$ cat config.mk
export PLATFORM = sky130hd
export DESIGN_NAME = dram_port_arbiter
export DESIGN_NICKNAME = d
export VERILOG_FILES = /design/src/rtl/dram_port_arbiter.sv
export SDC_FILE = /design/constraint.sdc
export NUM_CORES = 1
export LEC_CHECK = 0
export ABC_AREA = 1
export CAP_MARGIN = 15
export CORE_MARGIN = 10
export CORE_UTILIZATION = 33
export CTS_BUF_LIST = sky130_fd_sc_hd__clkbuf_8 sky130_fd_sc_hd__clkbuf_16
export CTS_CLUSTER_SIZE = 24
export DETAILED_ROUTE_END_ITERATION = 8
export PLACE_DENSITY = 0.87
export SLEW_MARGIN = 20
export SYNTH_ARGS = -nofsm -noshare
export SYNTH_HDL_FRONTEND = slang
export SYNTH_SLANG_ARGS = --single-unit
$ cat constraint.sdc
create_clock -name Clock -period 2.6 [get_ports Clock]
set_input_delay 0.26 -clock Clock [delete_from_list [all_inputs] [get_ports Clock]]
set_output_delay 0.26 -clock Clock [all_outputs]
set_load 0.005 [all_outputs]
$ cat src/rtl/dram_port_arbiter.sv
// dram_port_arbiter: two-requester (cache, DMA) arbiter in front of a DRAM controller
// Ports: Clock/Reset_H; Req0_*/Req1_* requester buses (AS/WE/UDS/LDS active low, address, data);
// ReqN_Dtack_L/ReqN_BErr_L per-requester ack/abort; *_Dram outputs and DtackFromDram_L to the
// DRAM controller; Grant one-hot owner; ArbState debug state.
module dram_port_arbiter #(
  parameter int MAX_HOLD = 4,
  parameter int TIMEOUT  = 255
) (
  input  logic        Clock,
  input  logic        Reset_H,
  input  logic        Req0_AS_L,
  input  logic        Req0_WE_L,
  input  logic        Req0_UDS_L,
  input  logic        Req0_LDS_L,
  input  logic [31:0] Req0_Address,
  input  logic [15:0] Req0_Data,
  input  logic        Req1_AS_L,
  input  logic        Req1_WE_L,
  input  logic        Req1_UDS_L,
  input  logic        Req1_LDS_L,
  input  logic [31:0] Req1_Address,
  input  logic [15:0] Req1_Data,
  output logic        Req0_Dtack_L,
  output logic        Req1_Dtack_L,
  output logic        Req0_BErr_L,
  output logic        Req1_BErr_L,
  output logic        AS_Dram_L,
  output logic        WE_Dram_L,
  output logic        UDS_Dram_L,
  output logic        LDS_Dram_L,
  output logic [31:0] Address_Dram,
  output logic [15:0] Data_Dram,
  input  logic        DtackFromDram_L,
  output logic [1:0]  Grant,
  output logic [2:0]  ArbState
);
  localparam int HW = ($clog2(MAX_HOLD + 1) > 3) ? $clog2(MAX_HOLD + 1) : 3;
  localparam int TW = ($clog2(TIMEOUT + 1) > 8) ? $clog2(TIMEOUT + 1) : 8;
  typedef enum logic [2:0] {S_IDLE, S_OWN0, S_OWN1, S_WAIT, S_GAP} state_t;
  state_t          r_state;
  logic            r_owner;
  logic            r_berr;
  logic [HW-1:0]   r_hold;
  logic [TW-1:0]   r_tmo;
  logic            w_own, w_sel, w_busy, w_as, w_ack, w_exp, w_dtack, w_berr;
  assign w_own  = (r_state == S_OWN0) || (r_state == S_OWN1);
  assign w_sel  = (r_state == S_OWN1) || ((r_state == S_WAIT) && r_owner);
  assign w_busy = w_own || (r_state == S_WAIT);
  assign w_as   = w_sel ? Req1_AS_L : Req0_AS_L;
  assign w_ack  = w_own && !w_as && !DtackFromDram_L;
  // r_tmo counts completed owner cycles, so the abort lands on the TIMEOUT-th cycle
  assign w_exp  = w_own && !w_as && DtackFromDram_L && (r_tmo == TW'(TIMEOUT - 1));
  assign w_dtack = w_ack || ((r_state == S_WAIT) && !r_berr);
  assign w_berr  = w_exp || ((r_state == S_WAIT) && r_berr);
  assign Grant        = w_busy ? (w_sel ? 2'b10 : 2'b01) : 2'b00;
  assign Req0_Dtack_L = !(w_dtack && !w_sel);
  assign Req1_Dtack_L = !(w_dtack && w_sel);
  assign Req0_BErr_L  = !(w_berr && !w_sel);
  assign Req1_BErr_L  = !(w_berr && w_sel);
  assign AS_Dram_L    = !((w_own && !w_as && !w_exp) || ((r_state == S_WAIT) && !r_berr));
  assign WE_Dram_L    = w_busy ? (w_sel ? Req1_WE_L : Req0_WE_L) : 1'b1;
  assign UDS_Dram_L   = w_busy ? (w_sel ? Req1_UDS_L : Req0_UDS_L) : 1'b1;
  assign LDS_Dram_L   = w_busy ? (w_sel ? Req1_LDS_L : Req0_LDS_L) : 1'b1;
  assign Address_Dram = (w_busy && w_sel) ? Req1_Address : Req0_Address;
  assign Data_Dram    = (w_busy && w_sel) ? Req1_Data : Req0_Data;
  assign ArbState     = r_state;
  always_ff @(posedge Clock or posedge Reset_H)
    if (Reset_H) begin
      r_state <= S_IDLE;
      r_owner <= 1'b0;
      r_berr  <= 1'b0;
      r_hold  <= '0;
      r_tmo   <= '0;
    end else
      case (r_state)
        S_IDLE:
          // hold never exceeds MAX_HOLD: at MAX_HOLD a waiting req1 wins instead
          if (!Req0_AS_L && (Req1_AS_L || r_hold != HW'(MAX_HOLD))) begin
            r_state <= S_OWN0;
            r_tmo   <= '0;
            r_hold  <= Req1_AS_L ? '0 : r_hold + 1'b1;
          end else if (!Req1_AS_L) begin
            r_state <= S_OWN1;
            r_tmo   <= '0;
            r_hold  <= '0;
          end
        S_OWN0, S_OWN1: begin
          r_owner <= w_sel;
          if (w_as) r_state <= S_GAP;
          else if (!DtackFromDram_L) begin
            r_state <= S_WAIT;
            r_berr  <= 1'b0;
          end else if (w_exp) begin
            r_state <= S_WAIT;
            r_berr  <= 1'b1;
          end else r_tmo <= r_tmo + 1'b1;
        end
        S_WAIT:  r_state <= w_as ? S_GAP : S_WAIT;
        default: r_state <= S_IDLE;
      endcase
endmodule

==> reports/qor.txt, run 1 <==
status: finished clean
ys flop type: dfrtp_1
Seq/Total Area, Yosys: 0.226
fin crit period: 2.38 ns
Core ar.: 5140 µm²
Post-Synthesis Net Count: 440
number of buffers inserted by hold repair at cts: 0
Setup-failing EPs final: 0
Least-Margin Pin Slew: 0.605 ns
Critical Path Start Type: flip-flop
register area: 400 µm²
met1 Use GR: 0.226
GR peak layer: met2
Worst R2R Start: ArbState[1]
FF+latch count, synth: 16
routability cong.: 0.918
Slew HR: 0.597
Port Buffers: 167
Initial DRC Count: 117
Syn Inst Count: 329
post-detail-place hpwl: 8160 µm
Die ar.: 8690 µm²
HP Class: in2async
Post-synth EDFFs: 0
Synth Cell Area: 1770 µm²
CP Max Fanout: 55
crit path capture: Address_Dram[20]
R2R setup slack: 0.89 ns
Post-synth top cells: nand2_1, nand3_1, inv_1
routed vias: 2,611
area grow syn2layout: 99.1%
main combinational cell family by area after synthesis: simple AND/OR/NAND/NOR gates
htree depth: 1
clk buf depth: 2
Routed WL: 9430 µm
max-slew violations: 0
Crit. Startpoint: ArbState[2]
post-synthesis xor/xnor area fraction: 0.0149
worst setup path class: reg2out
total CTS buffers: 3
Die Y: 93.2 µm
async set or reset register ratio after synthesis: 1.00
DRT Pass-1 Iters: 4
Critical Path RT: 2.34 ns
Synth Area in Compound Gates: 0.0410
vias in the first global route: 2,433
gr usage total: 0.201
met3 Usage GRT: 0.0536
setup skew after layout: 0.00233 ns
Yosys cell types: 26
area occupied by multi-input gates: 1190 µm²
Final period util: 0.917
pin count of the biggest net entering global routing: 56
Hold Worst Slack: 0.377 ns
cells on worst reg2reg path: 9
ranking of synthesized cells by area: nand2_1, dfrtp_1, nand3_1
CP Capture Type: primary output
leakage: 1.73 nW
Max Cap Viol: 0
n_diodes: 0
postcts setup bufs: 0
post-synthesis mux area share: 0
Synth Area in Adders: 0.0283
die width: 93.2 µm
# DRC: 0
Synth top area share: 0.429
synth warn: 0
simple-gate share of the synthesized area: 0.588
number of fill cells: 422
clock root buffer master: clkbuf_8
Final #Nets: 601
pwr dens: 800 nW/µm²
layout cells sized above 1: 0.0429
routed len/inst: 16.9 µm
Final Hold Fails: 0
Rows: 26
Arr. time, crit path: 2.12 ns
Initial Utilization: 0.344
Worst-Skew Late Latency: 0.25 ns
initial antenna violation count: 0
M2 GR Usage: 0.372
Syn Area/Cell: 5.37 µm²
RSZ-0062 raised after global routing: false
clock transition at the registers of the reported paths: 0.06 ns
first-pass GRT wire length: 13,900 µm
fmax: 419 MHz
grt ovf: 0
VDD IR max: 0.533 mV
num ports: 168
CTS tree: yes
DR vias/cell: 4.67
Setup TNS: 0 ns
count leader, synth: nand2_1
biggest area consumer among synthesized cells: nand2_1
ANT nets after route: 0
clock sinks: 16
reg-to-reg endpoint: r_tmo[5]
## critical path: stages, from the launching register on
cell and delay [ns]:
dfrtp_1 0.45, nor2_4 0.17, nand2_2 0.18, inv_6 0.35, nand2_1 0.13, nand2_1 0.08
clkdlybuf4s50_1 0.51
## metrics by stage
stage,power [mW],util,instance area (µm²),instances,setup slack [ns]
after floorplan,1.42,-,1770,329,1.19
after global placement,2.56,0.673,3460,555,0.432
after detailed placement,2.60,0.673,3460,555,0.407
after CTS,2.84,0.684,3510,559,0.126
after global routing,3.08,0.685,3520,559,0.0357
final,2.82,0.685,3520,559,0.215
## registers in the layout, indices dropped and copies added (netlist names)
name	cells
r_owner	1
r_berr	1
ArbState	3
r_hold	3
r_tmo	8
## layout make-up
type,count,area share
Timing Repair Buffer,169,0.480
Multi-Input combinational cell,276,0.338
Sequential cell,16,0.114
Inverter,24,0.0270
Tap cell,70,0.0249
Clock buffer,4,0.0156
## how the worst min path moves through the flow
| stage | start | end | slack (ns) |
|---|---|---|---|
| 6_report | Reset_H | r_tmo[2] | 0.38 |
| 5_1_grt | Reset_H | r_tmo[1] | 0.43 |
| 4_1_cts | Reset_H | r_tmo[2] | 0.39 |
| 3_5_place_dp | r_hold[1] | r_hold[1] | 0.53 |
| 3_3_place_gp | r_hold[1] | r_hold[1] | 0.51 |
| 2_1_floorplan | Reset_H | ArbState[0] | 0.17 |
## layout by cell type, fill, tap and decap left out, drive strengths merged, types with 3 or more instances in the layout
cell	Yosys	routed
nand2	207	207
clkdlybuf4s50	0	167
nand3	25	25
inv	24	24
nor2	20	20
dfrtp	16	16
o21ai	5	5
ha	4	4
clkbuf	0	4
nor3	3	3
a21oi	3	3
## report_power, final
part / switching, mW / leakage (nW) / internal [mW] / total [mW]
clock network: 0.0883 / 0.0288 / 0.134 / 0.223
registers: 0.0599 / 0.214 / 0.310 / 0.370
logic: 1.11 / 1.49 / 1.11 / 2.22
total: 1.26 / 1.73 / 1.56 / 2.82
## kinds of logic (layout without fill, tap and decap cells)
family / Yosys count / in the layout
buffers and inverters: 37 / 197
AOI/OAI and AO/OA: 12 / 12
xor gates and xnor gates: 3 / 3
adders and majority gates: 4 / 4
and+or+nand+nor: 257 / 257
DFF: 16 / 16
## timing repair
action                     4_1_cts  5_1_grt
hold endpoints to repair         0        0
resized for setup                0        2
setup endpoints to repair        0       42
## per-layer routing
metal  vias up  part of all wire
met5         -                 0
met4         0             0.011
met3         8             0.083
met2       110              0.52
met1      1171              0.39
li1       1322                 -
No activity file was read; power rests on OpenSTA's default activity.
==> run 2, diff against run 1 <==
--- a/config.mk
+++ b/config.mk
@@ -5,14 +5,14 @@
 export SDC_FILE = /design/constraint.sdc
 export NUM_CORES = 1
 export LEC_CHECK = 0
-export ABC_AREA = 1
+export ABC_AREA = 0
 export CAP_MARGIN = 15
 export CORE_MARGIN = 10
 export CORE_UTILIZATION = 33
 export CTS_BUF_LIST = sky130_fd_sc_hd__clkbuf_8 sky130_fd_sc_hd__clkbuf_16
 export CTS_CLUSTER_SIZE = 24
 export DETAILED_ROUTE_END_ITERATION = 8
-export PLACE_DENSITY = 0.87
+export PLACE_DENSITY = 0.88
 export SLEW_MARGIN = 20
 export SYNTH_ARGS = -nofsm -noshare
 export SYNTH_HDL_FRONTEND = slang
==> run 2 against run 1 <==
Compared with the run above:
- cell area is 0.11% higher
- register-to-register slack worse by 0.16 ns
- flip-flop and latch count stayed put
- clock power hardly changed
- area after synthesis is 2.9% lower
- clock-buffer cell count stayed put
- wire length is 3.8% lower
- highest routed layer unchanged
==> reports/qor.txt, run 2 <==
status: finished clean
max reg flops: 8 (unchanged)
postcts setup bufs: 0 (unchanged)
number of buffers inserted by hold repair at cts: 0 (unchanged)
initial antenna violation count: 0 (unchanged)
Rows: 26 (unchanged)
Routed WL: 9080 µm (-3.8%)
ANT nets after route: 0 (unchanged)
top cell family by delay on the critical path: buffers and inverters
post-detail-place hpwl: 7780 µm (-4.7%)
Synth Area in Adders: 0.0292 (+0.000846)
VDD IR max: 0.406 mV (-24%)
most used cell along the critical path: nand2_1
register area: 400 µm² (unchanged)
Arr. time, crit path: 2.18 ns (+0.06 ns)
buffer and inverter count on the worst path: 3 (+1)
Core ar.: 5070 µm² (-1.3%)
Die ar.: 8490 µm² (-2.3%)
max-slew violations: 0 (unchanged)
n_diodes: 0 (unchanged)
fin util: 0.694 (+0.00952)
Die Y: 92.1 µm (-1.1%)
# DRC: 0 (unchanged)
CP max-delay cell: clkdlybuf4s50_1
Worst R2R Start: ArbState[1]
reg-to-reg endpoint: r_tmo[7]
layout cells sized above 1: 0.0486 (+0.00562)
R2R setup slack: 0.73 ns (-0.16 ns)
most common cell after layout, fill and taps aside: nand2_1
pwr dens: 831 nW/µm² (+3.8%)
routed vias: 2,530 (-3.1%)
Syn Area/Cell: 5.92 µm² (+10%)
Place WS: 0.360 ns (-0.0470 ns)
Worst-Skew Late Latency: 0.25 ns (about the same)
grt ovf: 0 (unchanged)
CTS tree: yes
clock sinks: 16 (unchanged)
RSZ-0062 raised after global routing: false
final setup margin: 0.163 ns (-0.0526 ns)
main combinational cell family by area after synthesis: simple AND/OR/NAND/NOR gates
num ports: 168 (unchanged)
crit-path cells: nand2b_1 > or2_2 > inv_4 > buf_4 > nand2_1 > nand2_1 > clkdlybuf4s50_1
number of fill cells: 430 (+1.9%)
Critical Path RT: 2.34 ns (about the same)
htree depth: 1 (unchanged)
CP Capture Type: primary output
Largest Register: r_tmo
area grow syn2layout: 105%
Synth Area in Compound Gates: 0.106 (+0.0646)
pin count of the biggest net entering global routing: 56 (unchanged)
async set or reset register ratio after synthesis: 1.00 (unchanged)
Final #Nets: 565 (-6.0%)
CP Max Fanout: 16 (-71%)
fin crit period: 2.44 ns (+0.0526 ns)
simple-gate share of the synthesized area: 0.503 (-0.0852)
ranking of synthesized cells by area: nand2_1, dfrtp_1, buf_2
Initial DRC Count: 134 (+15%)
Synth Cell Area: 1720 µm² (-2.9%)
Setup TNS: 0 ns (unchanged)
Final period util: 0.937 (+0.0202)
Slew HR: 0.567 (-0.0296)
clk buf depth: 2 (unchanged)
Initial Utilization: 0.338 (-0.00570)
biggest area consumer among synthesized cells: nand2_1
FF+latch count, synth: 16 (unchanged)
Port Buffers: 167 (unchanged)
Syn Inst Count: 290 (-12%)
Post-Synthesis Net Count: 401 (-8.9%)
Least-Margin Pin Slew: 0.649 ns (+0.0444 ns)
gr usage total: 0.200 (-0.00128)
routability cong.: 0.947 (+3.2%)
DRT Pass-1 Iters: 4 (unchanged)
Max Cap Viol: 0 (unchanged)
commonest non-fill, non-tap cells in the layout: nand2_1, clkdlybuf4s50_1, dfrtp_1
Post-synth EDFFs: 0 (unchanged)
Synth top area share: 0.372 (-0.0572)
Setup-failing EPs final: 0 (unchanged)
first-pass GRT wire length: 13,800 µm (-1.1%)
ys flop type: dfrtp_1
Post-synth top cells: nand2_1, dfrtp_1, buf_2
post-synthesis xor/xnor area fraction: 0.00510 (-0.00976)
fmax: 410 MHz (-2.2%)
synth warn: 0 (unchanged)
clock transition at the registers of the reported paths: 0.07 ns (about the same)
die width: 92.1 µm (-1.1%)
vias in the first global route: 2,408 (-1.0%)
clock root buffer master: clkbuf_8
worst setup path class: reg2out
count leader, synth: nand2_1
total CTS buffers: 3 (unchanged)
Crit path largest cell delay: 0.52 ns (about the same)
setup skew after layout: 0.00213 ns (-0.000196 ns)
Final Hold Fails: 0 (unchanged)
Yosys cell types: 36 (+38%)
Critical Path Start Type: flip-flop
DR vias/cell: 4.84 (+3.6%)
leakage: 1.60 nW (-7.8%)
routed len/inst: 17.4 µm (+2.9%)
area occupied by multi-input gates: 1180 µm² (-1.2%)
Seq/Total Area, Yosys: 0.233 (+0.00677)
post-synthesis mux area share: 0.0415 (+0.0415)
Hold Worst Slack: 0.391 ns (+0.0145 ns)
HP Class: in2async
cells on worst reg2reg path: 6 (-3)
[run 2: cell count changes after synthesis, sizes merged, moves of 4 or more]
cell	before	now
nand2	207	170
a21oi	3	8
nand3	25	7
inv	24	12
o22ai	0	4
nor2	20	9
mux2i	0	6
[run 2: cell type report]
class	instances	share of cell area
repair buffers	176	0.498
multi-input cells	245	0.334
well taps	70	0.0249
inverters	12	0.0135
flip-flops and latches	16	0.114
clock buffers	4	0.0156
[run 2: power by group]
| group | total [mW] | internal [mW] | switching (mW) | leakage (nW) |
|---|---|---|---|---|
| sequential | 0.343 | 0.302 | 0.0414 | 0.215 |
| combinational | 2.36 | 1.25 | 1.10 | 1.35 |
| clock | 0.226 | 0.135 | 0.0911 | 0.0288 |
[run 2: worst max-delay path by stage]
stage | start | end | slack, ns | cells after the start
floorplan | ArbState[2] | Data_Dram[10] | 0.79 | 7
finish | ArbState[2] | Address_Dram[4] | 0.16 | 7
global route | ArbState[2] | Address_Dram[4] | 0.008 | 7
CTS | ArbState[2] | Address_Dram[4] | 0.08 | 7
detailed placement | Req1_AS_L | Req0_Dtack_L | 0.36 | 6
global placement | Req0_AS_L | Req0_Dtack_L | 0.35 | 6
[run 2: metal layers]
layer | track usage | up-vias | wire length [µm]
met1 | 0.230 | 1154 | 3560
met2 | 0.363 | 119 | 4700
met5 | 0 | - | 0
li1 | - | 1251 | -
met3 | 0.0546 | 6 | 709
met4 | 0.0360 | 0 | 109
[run 2: what timing repair did]
action	4_1_cts	5_1_grt
setup endpoints to repair	0	52
endpoints found under the hold margin	0	0
gates resized for setup	0	3
[run 2: through the flow]
step | instances | instance area (µm²) | total power [mW]
finish | 523 | 3520 | 2.93
global route | 523 | 3520 | 3.18
CTS | 523 | 3510 | 2.95
detailed placement | 519 | 3460 | 2.71
global placement | 519 | 3460 | 2.65
floorplan | 290 | 1720 | 1.41
[run 2: worst register-to-register path, stage by stage, from the launching register on]
cell     delay (ns)
dfrtp_1        0.38
buf_4          0.18
nor4b_4        0.31
o21ai_2        0.11
buf_4          0.17
or4_1          0.50
a21oi_1        0.16
[run 2: logic make-up (layout without fill, tap and decap cells)]
logic type                 Yosys count  count (layout)
AOI/OAI and AO/OA                   27              27
xor gates and xnor gates             1               1
adders and majority gates            4               4
buffers and inverters               29             192
DFF                                 16              16
muxes                                7               7
and+or+nand+nor                    206             206
==> run 3, diff against run 2 <==
--- a/config.mk
+++ b/config.mk
@@ -6,7 +6,7 @@
 export NUM_CORES = 1
 export LEC_CHECK = 0
 export ABC_AREA = 0
-export CAP_MARGIN = 15
+export CAP_MARGIN = 20
 export CORE_MARGIN = 10
 export CORE_UTILIZATION = 33
 export CTS_BUF_LIST = sky130_fd_sc_hd__clkbuf_8 sky130_fd_sc_hd__clkbuf_16
==> results of run 3 <==
Same layout as run 2: the final DEF is identical, and so are final timing and power.
